## config.mk

```make
export PLATFORM = sky130hd
export DESIGN_NAME = shift_seq
export DESIGN_NICKNAME = d
export VERILOG_FILES = /design/src/rtl/alu_pkg.sv /design/src/rtl/shift_step.sv /design/src/rtl/shift_seq.sv
export SDC_FILE = /design/constraint.sdc
export NUM_CORES = 1
export LEC_CHECK = 0
export BUFFER_PORTS_ARGS = -buffer_cell sky130_fd_sc_hd__buf_2
export CORE_UTILIZATION = 45
export DETAILED_ROUTE_END_ITERATION = 10
export GPL_TIMING_DRIVEN = 0
export PLACE_DENSITY = 0.76
export SYNTH_ARGS = -nofsm -noshare
export SYNTH_HDL_FRONTEND = slang
export SYNTH_SLANG_ARGS = --single-unit
```

## constraint.sdc

```tcl
create_clock -name clk -period 1.5 [get_ports clk]
set_clock_uncertainty 0.15 [all_clocks]
set_input_delay 0.075 -clock clk [delete_from_list [all_inputs] [get_ports clk]]
set_output_delay 0.075 -clock clk [all_outputs]
set_load 0.05 [all_outputs]
```

## src/rtl/alu_pkg.sv

```systemverilog
// Shared ALU datapath definitions: shift sequencer states, direction codes and
// the two-bit command encoding understood by the single-bit shift stage.
package alu_pkg;

    typedef enum logic [1:0] {
        IDLE  = 2'b00,
        SHIFT = 2'b01,
        DONE  = 2'b10
    } state_e;

    localparam logic DIR_LEFT  = 1'b0;
    localparam logic DIR_RIGHT = 1'b1;

    // bit0 = shift this cycle, bit1 = direction
    typedef enum logic [1:0] {
        SE_NONE  = 2'b00,
        SE_LEFT  = 2'b01,
        SE_RIGHT = 2'b11
    } shift_en_e;

    function automatic shift_en_e shift_cmd(input logic dir);
        return (dir == DIR_RIGHT) ? SE_RIGHT : SE_LEFT;
    endfunction

endpackage

```

## src/rtl/shift_step.sv

```systemverilog
// Combinational single-position shift; reports the bit pushed off the end.
module shift_step
    import alu_pkg::*;
#(
    parameter int WIDTH = 8
) (
    input  logic [WIDTH-1:0] value_i,
    input  logic             dir_i,
    input  logic             fill_i,
    output logic [WIDTH-1:0] value_o,
    output logic             carry_o
);

    always_comb begin
        if (dir_i == DIR_RIGHT) begin
            value_o = {fill_i, value_i[WIDTH-1:1]};
            carry_o = value_i[0];
        end else begin
            value_o = {value_i[WIDTH-2:0], 1'b0};
            carry_o = value_i[WIDTH-1];
        end
    end

endmodule

```

## src/rtl/shift_seq.sv

```systemverilog
// Multi-bit shift sequencer: accepts a request, shifts one position per clock,
// and returns the result plus last carry over a valid/ready handshake.
module shift_seq
    import alu_pkg::*;
#(
    parameter int WIDTH = 8,
    parameter int AMT_W = $clog2(WIDTH) + 1
) (
    input  logic             clk,
    input  logic             rst_n,
    input  logic             start_valid,
    output logic             start_ready,
    input  logic [WIDTH-1:0] operand,
    input  logic             dir,
    input  logic             arith,
    input  logic [AMT_W-1:0] amount,
    output logic [WIDTH-1:0] result,
    output logic             carry_out,
    output logic             result_valid,
    input  logic             result_ready,
    output logic             busy,
    output logic [1:0]       shift_enable
);

    localparam logic [AMT_W-1:0] MAX_CNT = AMT_W'(WIDTH);

    state_e           state_q, state_d;
    logic [WIDTH-1:0] work_q, work_d;
    logic [AMT_W-1:0] cnt_q, cnt_d;
    logic             dir_q, dir_d;
    logic             arith_q, arith_d;
    logic             carry_q, carry_d;
    logic             valid_q, valid_d;

    logic [AMT_W-1:0] sat_amount;
    logic [WIDTH-1:0] step_value;
    logic             step_carry;

    assign sat_amount = (amount > MAX_CNT) ? MAX_CNT : amount;

    // Arithmetic right shifts replicate the current MSB, which never changes
    // while shifting right, so it stays equal to the original sign bit.
    shift_step #(
        .WIDTH(WIDTH)
    ) u_step (
        .value_i(work_q),
        .dir_i  (dir_q),
        .fill_i (arith_q & work_q[WIDTH-1]),
        .value_o(step_value),
        .carry_o(step_carry)
    );

    always_comb begin
        state_d = state_q;
        work_d  = work_q;
        cnt_d   = cnt_q;
        dir_d   = dir_q;
        arith_d = arith_q;
        carry_d = carry_q;
        case (state_q)
            IDLE: begin
                if (start_valid) begin
                    work_d  = operand;
                    dir_d   = dir;
                    arith_d = arith;
                    cnt_d   = sat_amount;
                    carry_d = 1'b0;
                    state_d = (sat_amount != '0) ? SHIFT : DONE;
                end
            end
            SHIFT: begin
                work_d  = step_value;
                carry_d = step_carry;
                cnt_d   = cnt_q - 1'b1;
                if (cnt_q == AMT_W'(1)) begin
                    state_d = DONE;
                end
            end
            DONE: begin
                if (result_ready) begin
                    state_d = IDLE;
                end
            end
            default: state_d = IDLE;
        endcase
        valid_d = (state_d == DONE);
    end

    always_ff @(posedge clk or negedge rst_n) begin
        if (!rst_n) begin
            state_q <= IDLE;
            work_q  <= '0;
            cnt_q   <= '0;
            dir_q   <= DIR_LEFT;
            arith_q <= 1'b0;
            carry_q <= 1'b0;
            valid_q <= 1'b0;
        end else begin
            state_q <= state_d;
            work_q  <= work_d;
            cnt_q   <= cnt_d;
            dir_q   <= dir_d;
            arith_q <= arith_d;
            carry_q <= carry_d;
            valid_q <= valid_d;
        end
    end

    assign start_ready  = (state_q == IDLE);
    assign busy         = (state_q != IDLE);
    assign shift_enable = (state_q == SHIFT) ? shift_cmd(dir_q) : SE_NONE;
    assign result       = work_q;
    assign carry_out    = carry_q;
    assign result_valid = valid_q;

endmodule

```

==> impl_metrics.json <==
{
  "synthToLayoutAreaGrowth_pct": 54.1,
  "netlist_instances": 109,
  "violations": "negative setup slack",
  "detail_route.iter0.violations": 35,
  "fin_worst_hold_slack_ns": 0.0446,
  "outcome": "finished, violations left",
  "initial_core_util_pct": 47.7,
  "setup.worst_path.start_class": "register",
  "power-per-cell-area_mw_per_mm2": 2570,
  "design_area_mm2": 0.00163,
  "critical_path.reg2reg.endpoint": "dir_q",
  "first_global_vias": 1001,
  "critical_path.startpoint": "state_q[1]",
  "slew_viol_final": 0,
  "cellLeakagePower_uw": 0.000743,
  "grt_start_max_net_pins": 19,
  "final_weighted_congestion_in_routability_driven_placement": 0.799,
  "crit-reg2reg-launch": "state_q[1]",
  "io_buffer_count": 31,
  "ctsRootBufferMaster": "sky130_fd_sc_hd__clkbuf_4",
  "r2r_setup_slack_ns": -0.07,
  "detailed_place_hpwl_um": 1670,
  "finalWirelength_um": 2940,
  "die-width_um": 50.4,
  "worst_setup_path_endpoint": "dir_q",
  "crit_path_max_fanout": 5,
  "path_clk_slew_ns": 0.11,
  "finalWorstPathRequiredPeriod_ns": 1.57,
  "wl_per_cell_um": 15.0,
  "drv.max_cap_violation_count": 0,
  "hp-start": "start_valid",
  "synth.net_count": 129,
  "final_layout_size_suffix_gt1_share_pct": 44.0,
  "finalSetupViolCount": 11,
  "r2r_cells": 4,
  "timing.final.crit_share_pct": 105,
  "yosysSeqAreaShare_pct": 42.7,
  "yosys.cell_types.count": 35,
  "ys_warn_count": 0,
  "antenna_left": 0,
  "cts_buffer_depth": 2,
  "fmaxAchievable_ghz": 0.635,
  "post_drt_via_cell_ratio": 5.31,
  "die-height_um": 50.4,
  "first_pass_iters": 4,
  "min-delay-path-class": "input pin to register",
  "synth-seq-cells": 18,
  "fin_nets": 189,
  "actual_transition_at_the_worst_max_transition_pin_ns": 0.427,
  "pre_cts_slack_ns": -0.0715,
  "timing.critical_path.to_type": "register",
  "floorplan.rows": 17,
  "htreeDepth": 1,
  "crit_type": "register to register",
  "timing.final.hold_violations": 0,
  "core_mm2": 0.00221,
  "postLayoutSetupSlackWorst_ns": -0.0737,
  "unrepaired_setup_endpoints_after_global_routing": "true",
  "antenna_cells": 0,
  "place_area_mm2": 0.00125,
  "tritoncts_sinks": 18,
  "maxSlewHeadroom_pct": 71.6,
  "clk-insertion-delay-late_ns": 0.30,
  "cts_buffers": 3,
  "antenna_violations_before_repair": 0,
  "globalRouteOverflowTotal": 0,
  "drc": 0,
  "dieArea_mm2": 0.00254,
  "postSynthAreaPerCell_um2": 9.68,
  "detailroute.via_count": 1040,
  "worst-endpoint-required_ns": 1.54,
  "ioPinCount": 32,
  "vdd_drop_max_v": 0.00131,
  "grt_pass1_wl_um": 4580,
  "globalRouteTotalUtil_pct": 24.1,
  "tritoncts": "yes",
  "syn-cell-area_mm2": 0.00105,
  "critical_path_arrival_ns": 1.62
}
## stage by stage
step	power (uW)	utilization [%]	std cells	TNS, ns
global placement	3180	56.5	168	-0.0681
floorplan	2750	-	109	-0.00715
global route	4400	73.5	196	-1.10
CTS	3950	70.2	194	-0.332
finish	4180	73.5	196	-0.467
detailed placement	3240	56.5	168	-0.161
## where the power goes
group          switching [uW]  total (uW)  internal [uW]
registers                 241         973            733
clock network             158         306            148
logic                    1660        2900           1230
total                    2060        4180           2120
## area by class of cell
type	count	area (um^2)
Clock buffer	4	36.3
Fill cell	153	587
Tap cell	28	35.0
Inverter	5	27.5
Multi-Input combinational cell	77	576
Buffer	7	65.1
Sequential cell	18	452
Timing Repair Buffer	57	434
## routing by layer
layer	vias to the layer above	part of all wire (%)	GRT usage, %
li1	504	-	-
met1	488	42	30.5
met2	42	51	40.4
met3	6	5.9	3.33
met4	0	1.7	10.6
met5	-	0	0
## cells in the final DEF, fill, tap and decap left out, types with 2 or more instances in the layout
cell / netlist / final
sky130_fd_sc_hd__nand3b_1: 2 / 2
sky130_fd_sc_hd__ha_1: 2 / 2
sky130_fd_sc_hd__nor2_1: 7 / 7
sky130_fd_sc_hd__inv_1: 4 / 3
sky130_fd_sc_hd__o22ai_1: 2 / 2
sky130_fd_sc_hd__o21ai_0: 2 / 2
sky130_fd_sc_hd__buf_8: 0 / 2
sky130_fd_sc_hd__dlygate4sd3_1: 0 / 14
sky130_fd_sc_hd__a211oi_1: 6 / 5
sky130_fd_sc_hd__nor2b_1: 8 / 8
sky130_fd_sc_hd__nand2_1: 11 / 11
sky130_fd_sc_hd__buf_4: 0 / 11
sky130_fd_sc_hd__a21oi_2: 0 / 2
sky130_fd_sc_hd__nand3_1: 4 / 4
sky130_fd_sc_hd__or3b_4: 0 / 3
sky130_fd_sc_hd__buf_2: 5 / 28
sky130_fd_sc_hd__buf_6: 4 / 7
sky130_fd_sc_hd__dfrtp_1: 18 / 17
sky130_fd_sc_hd__o211ai_1: 2 / 2
sky130_fd_sc_hd__o31ai_1: 7 / 4
sky130_fd_sc_hd__mux2_4: 2 / 2
sky130_fd_sc_hd__clkbuf_4: 0 / 4
sky130_fd_sc_hd__o22a_1: 2 / 2
sky130_fd_sc_hd__o31ai_2: 0 / 3
## registers in the layout, indices dropped and copies added (netlist names)
register and flops:
arith_q 1, carry_out 1, cnt_q 4, dir_q 1, result 8, result_valid 1, state_q 2
## synth_stat cells, drive strengths merged
cell type   n  area share (%)
a211oi      6             4.3
a21oi       3             1.4
a311oi      1            0.83
a31oi       1            0.59
and2        1            0.59
and4b       1            0.95
buf         9             6.6
clkinv      1            0.47
dfrtp      18              43
ha          2             2.4
inv         4             1.4
mux2        3             3.9
mux2i       1            0.95
nand2      11             3.9
nand2b      2             1.9
nand3       4             1.9
nand3b      2             1.4
nor2        7             2.5
nor2b       8             4.7
nor4        1            0.59
nor4b       1            0.83
o211ai      2             1.4
o21ai       3             1.4
o21bai      1            0.71
o22a        2             1.7
o22ai       2             1.2
o31ai       7             5.0
or2         1            0.59
or3         1            0.59
or3b        3             2.5
## kinds of logic after synthesis
group                      share of synthesized area [%]
and+or+nand+nor                                     23.0
AOI/OAI and AO/OA                                   18.5
DFF                                                 42.7
buffers and inverters                               8.54
muxes                                               4.86
adders and majority gates                           2.37
## timing repair
action	4_1_cts	5_1_grt
pin swaps	0	2
hold endpoints to repair	30	0
endpoints found under the setup margin	12	20
gates resized for setup	18	16
hold buffers	14	0
buffers inserted	9	3
## worst max-delay path: stages (launching register included)
cell	delay, ns
sky130_fd_sc_hd__dfrtp_1	0.42
sky130_fd_sc_hd__buf_6	0.12
sky130_fd_sc_hd__or3b_4	0.36
sky130_fd_sc_hd__buf_6	0.14
sky130_fd_sc_hd__mux2_4	0.29
## worst min-delay path by stage
stage	end	slack, ns	cells after the start
2_1_floorplan	arith_q	-0.37	0
3_3_place_gp	cnt_q[0]	-0.12	1
3_5_place_dp	cnt_q[0]	-0.12	1
4_1_cts	state_q[0]	0.01	3
5_1_grt	state_q[1]	0.04	4
6_report	state_q[1]	0.04	3
No activity file was read; power rests on OpenSTA's default activity.
